## src/rtl/seg_pkg.sv

```systemverilog
// seg_pkg: shared types and constants for the 4-digit 7-segment scan controller
// Contents: scan state enum, arbiter priority enum, blank/off constants, hex glyph table,
// and the state-to-digit mapping helper.
package seg_pkg;
    typedef enum logic [1:0] {LEFT, MIDLEFT, MIDRIGHT, RIGHT} scan_t;
    typedef enum logic {PRIO_A, PRIO_B} prio_t;
    localparam logic [6:0] SEG_BLANK = 7'b1111111;
    localparam logic [3:0] AN_OFF = 4'b1111;
    // Active-low {g,f,e,d,c,b,a} glyphs, entry F first so HEX_GLYPH[v] selects value v
    localparam logic [15:0][6:0] HEX_GLYPH = {
        7'h0E, 7'h06, 7'h21, 7'h46, 7'h03, 7'h08, 7'h10, 7'h00,
        7'h78, 7'h02, 7'h12, 7'h19, 7'h30, 7'h24, 7'h79, 7'h40
    };
    // LEFT drives digit 3 down to RIGHT driving digit 0
    function automatic logic [1:0] scan_digit(scan_t s);
        return 2'd3 - 2'(s);
    endfunction
endpackage

```

## src/rtl/hex_to_seg.sv

```systemverilog
// hex_to_seg: combinational hex digit to active-low 7-segment decoder
// Ports: val (4-bit hex value), vld (digit valid; low blanks the digit), seg (active-low {g,f,e,d,c,b,a}).
module hex_to_seg
    import seg_pkg::*;
(
    input  logic [3:0] val,
    input  logic       vld,
    output logic [6:0] seg
);
    assign seg = vld ? HEX_GLYPH[val] : SEG_BLANK;
endmodule

```

## src/rtl/seg_scan_ctrl.sv

```systemverilog
// seg_scan_ctrl: two-requester digit buffer with round-robin arbiter and 4-digit 7-segment scanner
// Ports: clk, clr (sync active-high reset); requester A/B: *_valid, *_idx (3 = leftmost), *_val, *_ready;
// seg (active-low {g,f,e,d,c,b,a}), an (active-low anodes, an[3] = leftmost).
// Optional macro SEG_BLANK_LZ_EN enables leading-zero blanking of digits 3..1.
module seg_scan_ctrl
    import seg_pkg::*;
#(
    parameter int CLK_DIV = 131072,
    parameter int CNT_W   = 17
) (
    input  logic       clk,
    input  logic       clr,
    input  logic       a_valid,
    input  logic [1:0] a_idx,
    input  logic [3:0] a_val,
    output logic       a_ready,
    input  logic       b_valid,
    input  logic [1:0] b_idx,
    input  logic [3:0] b_val,
    output logic       b_ready,
    output logic [6:0] seg,
    output logic [3:0] an
);
    logic [CNT_W-1:0] cnt;
    logic             tick;
    logic [3:0]       dig [4];
    logic [3:0]       vld;
    logic [3:0]       show;
    prio_t            prio;
    scan_t            state, state_d;
    logic [6:0]       seg_d, glyph;
    logic [3:0]       an_d;
    logic [1:0]       sel;

    assign a_ready = !clr & a_valid & (!b_valid | prio == PRIO_A);
    assign b_ready = !clr & b_valid & (!a_valid | prio == PRIO_B);
    assign tick = cnt == CNT_W'(CLK_DIV - 1);
    assign sel = scan_digit(state);

`ifdef SEG_BLANK_LZ_EN
    logic [3:0] z;
    for (genvar k = 0; k < 4; k++) begin : g_zero
        assign z[k] = !vld[k] | dig[k] == 4'd0;
    end
    // A valid zero is blanked while everything above it is also zero or invalid
    assign show = {vld[3] & ~z[3], vld[2] & ~&z[3:2], vld[1] & ~&z[3:1], vld[0]};
`else
    assign show = vld;
`endif

    hex_to_seg u_dec (.val(dig[sel]), .vld(show[sel]), .seg(glyph));

    always_comb begin
        state_d = state;
        seg_d = seg;
        an_d = an;
        if (tick) begin
            state_d = scan_t'(state + 2'd1);
            seg_d = glyph;
            an_d = ~(4'b0001 << sel);
        end
    end

    always_ff @(posedge clk) begin
        if (clr) begin
            cnt <= '0;
            state <= LEFT;
            seg <= SEG_BLANK;
            an <= AN_OFF;
            prio <= PRIO_A;
            vld <= '0;
            dig <= '{default: '0};
        end else begin
            cnt <= tick ? '0 : cnt + 1'b1;
            state <= state_d;
            seg <= seg_d;
            an <= an_d;
            if (a_ready) begin
                dig[a_idx] <= a_val;
                vld[a_idx] <= 1'b1;
                prio <= PRIO_B;
            end else if (b_ready) begin
                dig[b_idx] <= b_val;
                vld[b_idx] <= 1'b1;
                prio <= PRIO_A;
            end
        end
    end
endmodule

```

## config.mk

```make
export PLATFORM = sky130hd
export DESIGN_NAME = seg_scan_ctrl
export DESIGN_NICKNAME = d
export VERILOG_FILES = /design/src/rtl/seg_pkg.sv /design/src/rtl/hex_to_seg.sv /design/src/rtl/seg_scan_ctrl.sv
export SDC_FILE = /design/constraint.sdc
export NUM_CORES = 1
export LEC_CHECK = 0
export BUFFER_PORTS_ARGS = -buffer_cell sky130_fd_sc_hd__buf_2
export CAP_MARGIN = 20
export CORE_MARGIN = 3
export CORE_UTILIZATION = 55
export CTS_BUF_LIST = sky130_fd_sc_hd__clkbuf_8
export DETAILED_ROUTE_END_ITERATION = 12
export PLACE_DENSITY_LB_ADDON = 0.25
export SYNTH_ARGS = -nofsm -noshare
export SYNTH_HDL_FRONTEND = slang
export SYNTH_SLANG_ARGS = --single-unit
```

## constraint.sdc

```tcl
create_clock -name clk -period 6.4 [get_ports clk]
set_clock_uncertainty 0.05 [all_clocks]
set_input_delay 0.64 -clock clk [delete_from_list [all_inputs] [get_ports clk]]
set_output_delay 0.64 -clock clk [all_outputs]
set_load 0.005 [all_outputs]
```

# Word-level counts from Yosys, hierarchy flattened
# Memory sizes are Yosys's and may differ from the RTL's.
# Cells that the tools add are included.
[totals]
ff_bits = 51
latchBits = 0
mem_bits_rw = 0
rom_bits = 112
in_bits = 16
out_inout_bits = 13
word_cells = 72
n_memories = 1
[memory_table]
columns = ["memory", "words", "word_bits", "read_ports", "rd_clocked_by_memory_dff", "write_ports", "line", "source"]
rows = [
  ["(no name shown)", 16, 7, 1, 0, 0, "hex_to_seg.sv:10", "assign seg = vld ? HEX_GLYPH[val] : SEG_BLANK;"],
]
[classes]
add_sub_neg = 3
n_mul = 0
div_mod_pow = 0
order_cmp = 11
eq_ne = 1
shift = 1
mux = 23
n_bitwise = 13
reduce_logical = 9
[op_table]
columns = ["cell", "n"]
rows = [
  ["16-bit bitwise mux", 2],
  ["16-bit 2-to-1 mux", 2],
  ["4-bit 2-to-1 mux", 6],
  ["17-bit by 1-bit adder with 17-bit output, second input constant", 1],
  ["17-bit == test, second input constant", 1],
  ["4-bit demux with 2-bit select", 2],
  ["7-bit 2-to-1 mux", 2],
  ["3-bit greater-or-equal comparator, second input constant", 3],
  ["2-bit by 3-bit less-than comparator with 1-bit output, second input constant", 3],
  ["2-bit inverter with 3-bit output", 3],
  ["4-bit binary-select mux with 2-bit select", 1],
  ["4-bit OR", 2],
  ["3-bit by 1-bit less-than comparator with 1-bit output, second input constant", 2],
  ["4-bit by 5-bit less-than comparator with 1-bit output, second input constant", 1],
  ["1-bit 2-to-1 mux", 5],
  ["1-bit bitwise AND", 4],
  ["1-bit demux with 2-bit select", 2],
  ["2-bit by 1-bit greater-or-equal comparator with 1-bit output, second input constant", 2],
  ["1-bit logical AND", 4],
  ["4-bit inverter", 1],
  ["1-bit by 2-bit << shifter with 4-bit output, first input constant", 1],
  ["1-bit logical NOT", 3],
  ["2-bit by 1-bit adder with 2-bit output, second input constant", 1],
  ["1-bit binary-select mux with 2-bit select", 1],
  ["other kinds (5)", 6],
]

# Longest topological paths before layout
# Gate-level depths: netlist of the first run.
[logic_depth]
ltp_word = 8
mapped_depth = 10
ltp_nobuf = 8

# Modules after synthesis
# Synthesis of the first run repeated with hierarchy kept, for this count alone.
[hier_totals]
hier_cells = 310
area_unflattened_um2 = 2836.5
[by_module_without_submodules]
columns = ["mod", "instances", "cells_each", "area_each_um2", "seq_area_each_um2"]
rows = [
  ["seg_scan_ctrl", 1, 273, 2532.4, 1021.0],
  ["hex_to_seg", 1, 37, 304.0, 0.0],
]

# Worst setup path after synthesis of the first run
# Ideal clock, no wire load.
[synth_path]
kind = "register -> register"
startpoint = "register cnt[0]"
endpoint = "register seg[4]"
setup_ns = 0.059
arrival_ns = 1.966
required_ns = 6.291
slack_ns = 4.325
path_stages_with_launch = 9
path_buffers = 2
period_less_slack_ns = 2.075
path_cell_list = "dfxtp_1 ha_1 nand4_1 nor4_1 ha_1 or2_2 clkbuf_1 clkbuf_1 o32a_1"
[synth_via]
elab_chain_cells = 1
[synth_rtl]
columns = ["element", "line", "source"]
rows = [
  ["start: declaration", "seg_scan_ctrl.sv:24", "logic [CNT_W-1:0] cnt;"],
  ["start signal: assignment", "seg_scan_ctrl.sv:74", "cnt <= tick ? '0 : cnt + 1'b1;"],
  ["17-bit == test", "seg_scan_ctrl.sv:37", "assign tick = cnt == CNT_W'(CLK_DIV - 1);"],
  ["end signal: assignment", "seg_scan_ctrl.sv:76", "seg <= seg_d;"],
  ["end: declaration", "seg_scan_ctrl.sv:21", "output logic [6:0] seg,"],
]
# No other way between the ends.
# A chain may end at the register's enable or synchronous reset.

# Worst setup path after layout of the first run
[layout_path]
startpoint = "register cnt[0]"
endpoint = "register seg[5]"
# The elaborated chain is that of the path after synthesis.

==> results of run 1 <==
==> sequential cells by signal, indices dropped and copies added, names as in the netlist <==
name   count
show       4
dig       16
prio       1
state      2
cnt       17
seg        7
an         4
==> stage by stage <==
step           total power [mW]  hold WS, ps  std cells  utilization
6_report                  0.604          420        355        0.633
5_1_grt                   0.630          436        355        0.633
4_1_cts                   0.610          421        355        0.633
3_5_place_dp              0.381          403        347        0.607
3_3_place_gp              0.380          393        347        0.607
2_1_floorplan             0.366          380        278            -
==> cell families (layout without fill, tap and decap cells) <==
family                     count (synthesis)  count (layout)
AOI/OAI and AO/OA                         56              56
xor gates and xnor gates                  12              12
adders and majority gates                 12              12
buffers and inverters                     23              48
DFF                                       51              51
muxes                                     12              12
and+or+nand+nor                          112             112
==> final cells by class <==
cell class,count,area (um2),share of cell area
clock inverter,2,35.0,0.0125
inverter,12,45.0,0.0161
timing repair buffer,28,140,0.0501
tap,52,65.1,0.0233
clock buffer,6,82.6,0.0295
sequential,51,1020,0.365
multi-input combinational,204,1410,0.503
==> placed cells by master (no fill, tap or decap), types with 3 or more instances in the layout <==
| cell | synthesis | layout |
|---|---|---|
| sky130_fd_sc_hd__a21oi_1 | 24 | 24 |
| sky130_fd_sc_hd__a22oi_1 | 16 | 16 |
| sky130_fd_sc_hd__and4_1 | 3 | 3 |
| sky130_fd_sc_hd__buf_2 | 2 | 28 |
| sky130_fd_sc_hd__clkbuf_8 | 0 | 6 |
| sky130_fd_sc_hd__dfxtp_1 | 51 | 51 |
| sky130_fd_sc_hd__ha_1 | 12 | 12 |
| sky130_fd_sc_hd__inv_1 | 12 | 12 |
| sky130_fd_sc_hd__mux2i_1 | 6 | 6 |
| sky130_fd_sc_hd__mux4_2 | 5 | 5 |
| sky130_fd_sc_hd__nand2_1 | 10 | 10 |
| sky130_fd_sc_hd__nand2b_1 | 6 | 6 |
| sky130_fd_sc_hd__nand3_1 | 21 | 21 |
| sky130_fd_sc_hd__nand3b_1 | 3 | 3 |
| sky130_fd_sc_hd__nand4_1 | 5 | 5 |
| sky130_fd_sc_hd__nor2_1 | 29 | 29 |
| sky130_fd_sc_hd__nor3_1 | 7 | 7 |
| sky130_fd_sc_hd__nor4_1 | 7 | 7 |
| sky130_fd_sc_hd__o21ai_0 | 8 | 8 |
| sky130_fd_sc_hd__o22a_1 | 3 | 3 |
| sky130_fd_sc_hd__or3_1 | 3 | 3 |
| sky130_fd_sc_hd__or4_1 | 3 | 3 |
| sky130_fd_sc_hd__xnor2_1 | 10 | 10 |
==> power by group through the flow <==
stage                     Combinational (mW)  Sequential (mW)  Clock, mW
final                                 0.0464            0.328      0.229
after global routing                  0.0516            0.329      0.249
after CTS                             0.0460            0.328      0.236
after detailed placement              0.0457            0.336          0
after global placement                0.0450            0.335          0
after floorplan                       0.0312            0.334          0
==> routing by layer <==
layer | routed length (um) | vias up
met5 | 0 | -
met4 | 60 | 0
met3 | 209 | 5
met2 | 2300 | 46
met1 | 2400 | 946
li1 | - | 1063
==> how the worst max path moves through the flow <==
stage,start,end
global placement,cnt[0],seg[5]
global route,cnt[0],seg[5]
detailed placement,cnt[0],seg[5]
finish,cnt[0],seg[5]
CTS,cnt[0],seg[5]
floorplan,cnt[0],seg[4]
==> worst reg2reg max path: stages (launching register included) <==
cell                       delay (ps)
sky130_fd_sc_hd__dfxtp_1          380
sky130_fd_sc_hd__ha_1             220
sky130_fd_sc_hd__nand4_1          200
sky130_fd_sc_hd__nor4_1           340
sky130_fd_sc_hd__ha_1             440
sky130_fd_sc_hd__nand3b_1         300
sky130_fd_sc_hd__a31o_2           300
sky130_fd_sc_hd__o22a_1           200
==> flow_summary.rst, run 1 <==
.. list-table::
   :header-rows: 1

   * - Metric
     - Value
   * - Number of synthesized flops with an enable pin
     - 0
   * - DIE HEIGHT
     - 73.8 um
   * - Starting Density
     - 0.573
   * - Net switching share of the total power
     - 0.224
   * - Syn_nets
     - 306
   * - Number of top-level pins
     - 29
   * - Startpoint of the tightest hold check path
     - dig[3]
   * - Routed via count divided by cell count
     - 5.80
   * - Cells traversed along the worst timing path
     - ha_1 > nand4_1 > nor4_1 > ha_1 > nand3b_1 > a31o_2 > o22a_1
   * - TritonCTS Buffers
     - 5
   * - Count of cell types in the netlist
     - 40
   * - Maximum number of pins on one net before global-route repair
     - 33
   * - Cell type of the slowest stage on the worst timing path
     - sky130_fd_sc_hd__ha_1
   * - Final nets
     - 330
   * - Result of the run
     - completed
   * - Count of warnings emitted by yosys
     - 0
   * - Rows
     - 24
   * - Max Fanout on Critical Path
     - 12
   * - Multiplexer area fraction after synthesis
     - 0.0741
   * - Stages on the worst setup path
     - 7
   * - Crit path largest cell delay
     - 440 ps
   * - Antenna viol nets, final
     - 0
   * - Combinational family with the most area after synthesis
     - simple AND/OR/NAND/NOR gates
   * - Worst-skew pair later-pin latency
     - 310 ps
   * - DPL Wire Length
     - 3600 um
   * - Aggregate negative setup slack
     - 0 ps
   * - Post-layout min period
     - 2530 ps
   * - Hold crit path type
     - register to register
   * - Net switching power
     - 0.135 mW
   * - CTS tree
     - done
   * - Depth of the worst register-to-register path
     - 7
   * - Kind of launch point of the worst setup path
     - register
   * - Clock tree sinks
     - 51
   * - Gate family responsible for the most delay along the worst path
     - simple AND/OR/NAND/NOR gates
   * - Classification of the worst setup path
     - register to register
   * - Post-synthesis share of cell area spent on xor and xnor gates
     - 0.0415
   * - Number of antenna violations at the first check in global routing
     - 0
   * - Sequential share of power
     - 0.544
   * - Hold-fix buffers at CTS
     - 0
   * - Die Width
     - 73.8 um
   * - # Post-CTS Setup Buffers
     - 0
   * - Clock edge transition at the registers on the reported setup and hold paths
     - 90 ps
   * - Number of vias in the routed layout
     - 2060
   * - Fin area
     - 0.00280 mm2
   * - GP Congestion
     - 0.796
   * - Crit path arrival time
     - 2680 ps
   * - Remaining max-slew budget at the tightest pin
     - 0.391
   * - Die footprint
     - 0.00545 mm2
   * - Top post-synthesis cells by area
     - sky130_fd_sc_hd__dfxtp_1 40%, sky130_fd_sc_hd__ha_1 5.9%, sky130_fd_sc_hd__a21oi_1 4.7%
   * - Number of global-route vias before repair
     - 1817
   * - Worst hold stages
     - 2
   * - Core Box Area
     - 0.00441 mm2
   * - Setup repair after global routing missed its margin
     - no
   * - Area growth syn-to-layout
     - 10.4%
   * - Count of pins over their slew limit
     - 0
   * - Post-CTS resize count
     - 0
   * - Number of storage elements in the synthesis netlist
     - 51
   * - Max Root-Sink Buffers
     - 2
   * - Fraction of synthesis flops using an asynchronous set or reset pin
     - 0
   * - DRC Markers
     - 0
   * - Count of H-tree levels built during CTS
     - 2
   * - Endpoint of the worst hold path
     - dig[3]
   * - Cell Area, Placed
     - 0.00268 mm2
   * - Worst slack at placement
     - 3870 ps
   * - Met1 Usage GRT
     - 0.251
   * - Largest area contributor in the netlist
     - sky130_fd_sc_hd__dfxtp_1
   * - Drt initial violations
     - 131
   * - Ys flop type
     - sky130_fd_sc_hd__dfxtp_1
   * - Number of instances in the synthesized netlist
     - 278
   * - Layer carrying the most global-route usage
     - met2
   * - Crit share post-route
     - 0.395
   * - Final hold viol count
     - 0
   * - P per Cell Area
     - 216 mW/mm2
   * - Highest achievable clock rate
     - 395 MHz
   * - Count of maximum capacitance violations
     - 0
   * - Slew at the pin with the worst max-slew slack
     - 905 ps
   * - Reg-to-reg setup timing slack
     - 3870 ps
   * - Routed wire length
     - 4960 um
   * - Proportion of power drawn by the clock network
     - 0.379
   * - Residual overflow from global routing
     - 0
   * - Number of search-and-repair iterations in the first detailed-routing pass
     - 4
   * - Cell with the most instances on the worst path
     - sky130_fd_sc_hd__ha_1
   * - Sequential fraction of the synthesis area
     - 0.403
   * - Setup slack of the critical path after layout
     - 3870 ps
   * - Area share of fa/ha/maj cells after synthesis
     - 0.0593
   * - Filler cells
     - 389
   * - Static leakage power
     - 0.971 nW
   * - First-pass GRT wire length
     - 8110 um
   * - Clock Root Buffer
     - sky130_fd_sc_hd__clkbuf_8
   * - Sum of buffers and inverters on the critical path
     - 0
   * - Quantity of I/O buffers inserted on ports
     - 28
   * - Complex-gate fraction of the synthesized area
     - 0.138
   * - Internal power contribution
     - 0.469 mW
   * - Reg2reg start
     - cnt[0]
   * - Worst path required time
     - 6550 ps
   * - Cell area after synthesis
     - 0.00253 mm2
   * - Terminus of the critical flop-to-flop path
     - seg[5]
   * - Share of post-route cells with drive strength above 1
     - 0.158
   * - Routed wire per std cell
     - 14.0 um
   * - Synthesized area divided by synthesized cell count
     - 9.10 um2
   * - Most used standard cell by instance count after synthesis
     - sky130_fd_sc_hd__dfxtp_1
   * - Basic-gate share of the synthesized area counting and, or, nand and nor cells
     - 0.242
   * - Top cell type's share of synthesized area
     - 0.403
   * - Combinational Power Share
     - 0.077
   * - Global routing usage on met3
     - 0.0534
   * - Nature of the critical path endpoint
     - register
   * - Number of endpoints failing setup at the final stage
     - 0
   * - Peak supply drop
     - 0.125 mV
   * - Inserted Diodes
     - 0
   * - Overall routing resource usage
     - 0.192
   * - Most numerous cell types in the synthesized netlist
     - 51 x sky130_fd_sc_hd__dfxtp_1, 29 x sky130_fd_sc_hd__nor2_1, 24 x sky130_fd_sc_hd__a21oi_1, 21 x sky130_fd_sc_hd__nand3_1, 16 x sky130_fd_sc_hd__a22oi_1
   * - Global routing usage on met2
     - 0.301
Note: power is estimated with default switching activity, not from simulation.
==> run 2: changes to the inputs <==
--- a/config.mk
+++ b/config.mk
@@ -8,7 +8,7 @@
 export BUFFER_PORTS_ARGS = -buffer_cell sky130_fd_sc_hd__buf_2
 export CAP_MARGIN = 20
 export CORE_MARGIN = 3
-export CORE_UTILIZATION = 55
+export CORE_UTILIZATION = 54
 export CTS_BUF_LIST = sky130_fd_sc_hd__clkbuf_8
 export DETAILED_ROUTE_END_ITERATION = 12
 export PLACE_DENSITY_LB_ADDON = 0.25
==> constraint.sdc (replaced) <==
create_clock -name clk -period 2.3 [get_ports clk]
set_clock_uncertainty 0.05 [all_clocks]
set_input_delay 0.23 -clock clk [delete_from_list [all_inputs] [get_ports clk]]
set_output_delay 0.23 -clock clk [all_outputs]
set_load 0.005 [all_outputs]
==> flow_summary.rst, run 2 (same netlist as run 1, synthesis figures left out) <==
.. list-table::
   :header-rows: 1

   * - Metric
     - Value
   * - Max Root-Sink Buffers
     - 2
   * - Final nets
     - 338
   * - Cell total after placement
     - 355
   * - Overall routing resource usage
     - 0.194
   * - Residual overflow from global routing
     - 0
   * - Kind of launch point of the worst setup path
     - register
   * - Smallest hold slack
     - 177 ps
   * - DIE HEIGHT
     - 74.5 um
   * - TritonCTS Buffers
     - 5
   * - Crit path largest cell delay
     - 410 ps
   * - Classification of the worst setup path
     - register to register
   * - Number of vias in the routed layout
     - 2091
   * - Core Box Area
     - 0.00444 mm2
   * - Stages on the worst setup path
     - 8
   * - Maximum number of pins on one net before global-route repair
     - 25
   * - Count of maximum capacitance violations
     - 0
   * - Crit path arrival time
     - 2250 ps
   * - Register name with the most flops
     - cnt
   * - Sum of buffers and inverters on the critical path
     - 1
   * - Quantity of I/O buffers inserted on ports
     - 28
   * - Inserted Diodes
     - 0
   * - Clock tree sinks
     - 51
   * - Static leakage power
     - 0.988 nW
   * - Number of search-and-repair iterations in the first detailed-routing pass
     - 4
   * - Register area
     - 0.00102 mm2
   * - Filler cells
     - 405
   * - Cells traversed along the worst timing path
     - nand4_1 > inv_1 > nand2_1 > nor4_2 > ha_2 > nand3b_1 > a31o_2 > o22a_1
   * - Max Fanout on Critical Path
     - 6
   * - Count of H-tree levels built during CTS
     - 2
   * - Area taken by multi-input logic gates
     - 0.00142 mm2
   * - Result of the run
     - completed
   * - Number of non-filler instances in the completed layout
     - 363
   * - DRC Markers
     - 0
   * - Registers with the most flip-flops
     - cnt x17, dig x16, seg x7
   * - Terminus of the critical flop-to-flop path
     - seg[5]
   * - P per Cell Area
     - 551 mW/mm2
   * - Most used cells in the layout excluding fill and tap cells
     - 51 x sky130_fd_sc_hd__dfxtp_1, 29 x sky130_fd_sc_hd__nor2_1, 28 x sky130_fd_sc_hd__buf_2
   * - Number of antenna violations at the first check in global routing
     - 0
   * - Die footprint
     - 0.00555 mm2
   * - Endpoint of the worst hold path
     - prio
   * - Worst slack at placement
     - 178 ps
   * - Reg2reg start
     - cnt[12]
   * - Final Core Density
     - 0.638
   * - Highest achievable clock rate
     - 477 MHz
   * - Routed wire length
     - 5070 um
   * - Fin area
     - 0.00284 mm2
   * - Nature of the critical path endpoint
     - register
   * - Share of post-route cells with drive strength above 1
     - 0.186
   * - Count of pins over their slew limit
     - 0
   * - DPL Wire Length
     - 3860 um
   * - Aggregate negative setup slack
     - 0 ps
   * - CTS tree
     - done
   * - Peak supply drop
     - 0.256 mV
   * - Cell Area, Placed
     - 0.00274 mm2
   * - GP Congestion
     - 0.791
   * - Most frequent standard cell in the layout excluding fill and tap cells
     - sky130_fd_sc_hd__dfxtp_1
   * - Startpoint of the tightest hold check path
     - a_valid
   * - Starting Density
     - 0.570
   * - Gate family responsible for the most delay along the worst path
     - simple AND/OR/NAND/NOR gates
   * - Worst path required time
     - 2460 ps
   * - Clock Root Buffer
     - sky130_fd_sc_hd__clkbuf_8
   * - Setup slack of the critical path after layout
     - 203 ps
   * - Antenna viol nets, final
     - 0
   * - Cell type of the slowest stage on the worst timing path
     - sky130_fd_sc_hd__dfxtp_1
   * - Routed via count divided by cell count
     - 5.76
   * - Rows
     - 24
   * - Drt initial violations
     - 116
   * - Worst hold stages
     - 3
   * - Setup repair after global routing missed its margin
     - no
   * - Depth of the worst register-to-register path
     - 8
   * - Number of top-level pins
     - 29
   * - Routed wire per std cell
     - 14.0 um
   * - Final hold viol count
     - 0
   * - Post-layout min period
     - 2100 ps
   * - Slew at the pin with the worst max-slew slack
     - 840 ps
   * - Number of endpoints failing setup at the final stage
     - 0
   * - Area growth syn-to-layout
     - 12.0%
   * - Worst-skew pair later-pin latency
     - 310 ps
   * - Number of global-route vias before repair
     - 1875
   * - Hold crit path type
     - input pin to register
   * - Number of flip-flops under the largest register name
     - 17
   * - Reg-to-reg setup timing slack
     - 200 ps
   * - Remaining max-slew budget at the tightest pin
     - 0.435
   * - Crit share post-route
     - 0.912
   * - Die Width
     - 74.5 um
   * - Total power draw
     - 1.56 mW
   * - Clock edge transition at the registers on the reported setup and hold paths
     - 100 ps
   * - First-pass GRT wire length
     - 8420 um
[run 2: area by class of cell]
type                            instances  share of cell area
Clock inverter                          3             0.00706
Clock buffer                            5              0.0243
Multi-Input combinational cell        204               0.499
Tap cell                               52              0.0229
Sequential cell                        51               0.360
Inverter                               12              0.0159
Timing Repair Buffer                   36              0.0706
[run 2: worst register-to-register path: cells and delay by family, from the launching register on]
family / cells / cell delay [ps]
adders and majority gates: 1 / 250
DFF: 1 / 410
and+or+nand+nor: 4 / 720
AOI/OAI and AO/OA: 2 / 490
buffers and inverters: 1 / 80
[run 2: report_power, final]
| group | internal (mW) | leakage (nW) | switching [mW] |
|---|---|---|---|
| registers | 0.901 | 0.413 | 0.0123 |
| clock network | 0.212 | 0.0402 | 0.302 |
| logic | 0.0535 | 0.535 | 0.0801 |
[run 2: worst max path at each step]
stage | start | end | slack (ps)
detailed placement | cnt[0] | seg[5] | 180
finish | cnt[12] | seg[5] | 200
floorplan | cnt[0] | seg[4] | 220
global route | cnt[12] | seg[5] | 10
global placement | state[0] | seg[4] | 270
CTS | cnt[0] | seg[5] | 150
[run 2: layer usage]
metal  GRT usage  up-vias  part of all wire
li1            -     1077                 -
met1       0.256      964              0.48
met2       0.326       39              0.48
met3      0.0365       11             0.035
met4      0.0514        0             0.014
met5           0        -                 0
[run 2: what timing repair did]
action | CTS | global route
hold buffers | 0 | 0
endpoints found under the hold margin | 0 | 0
setup endpoints to repair | 0 | 1
gates resized for setup | 0 | 2
setup buffers | 0 | 0
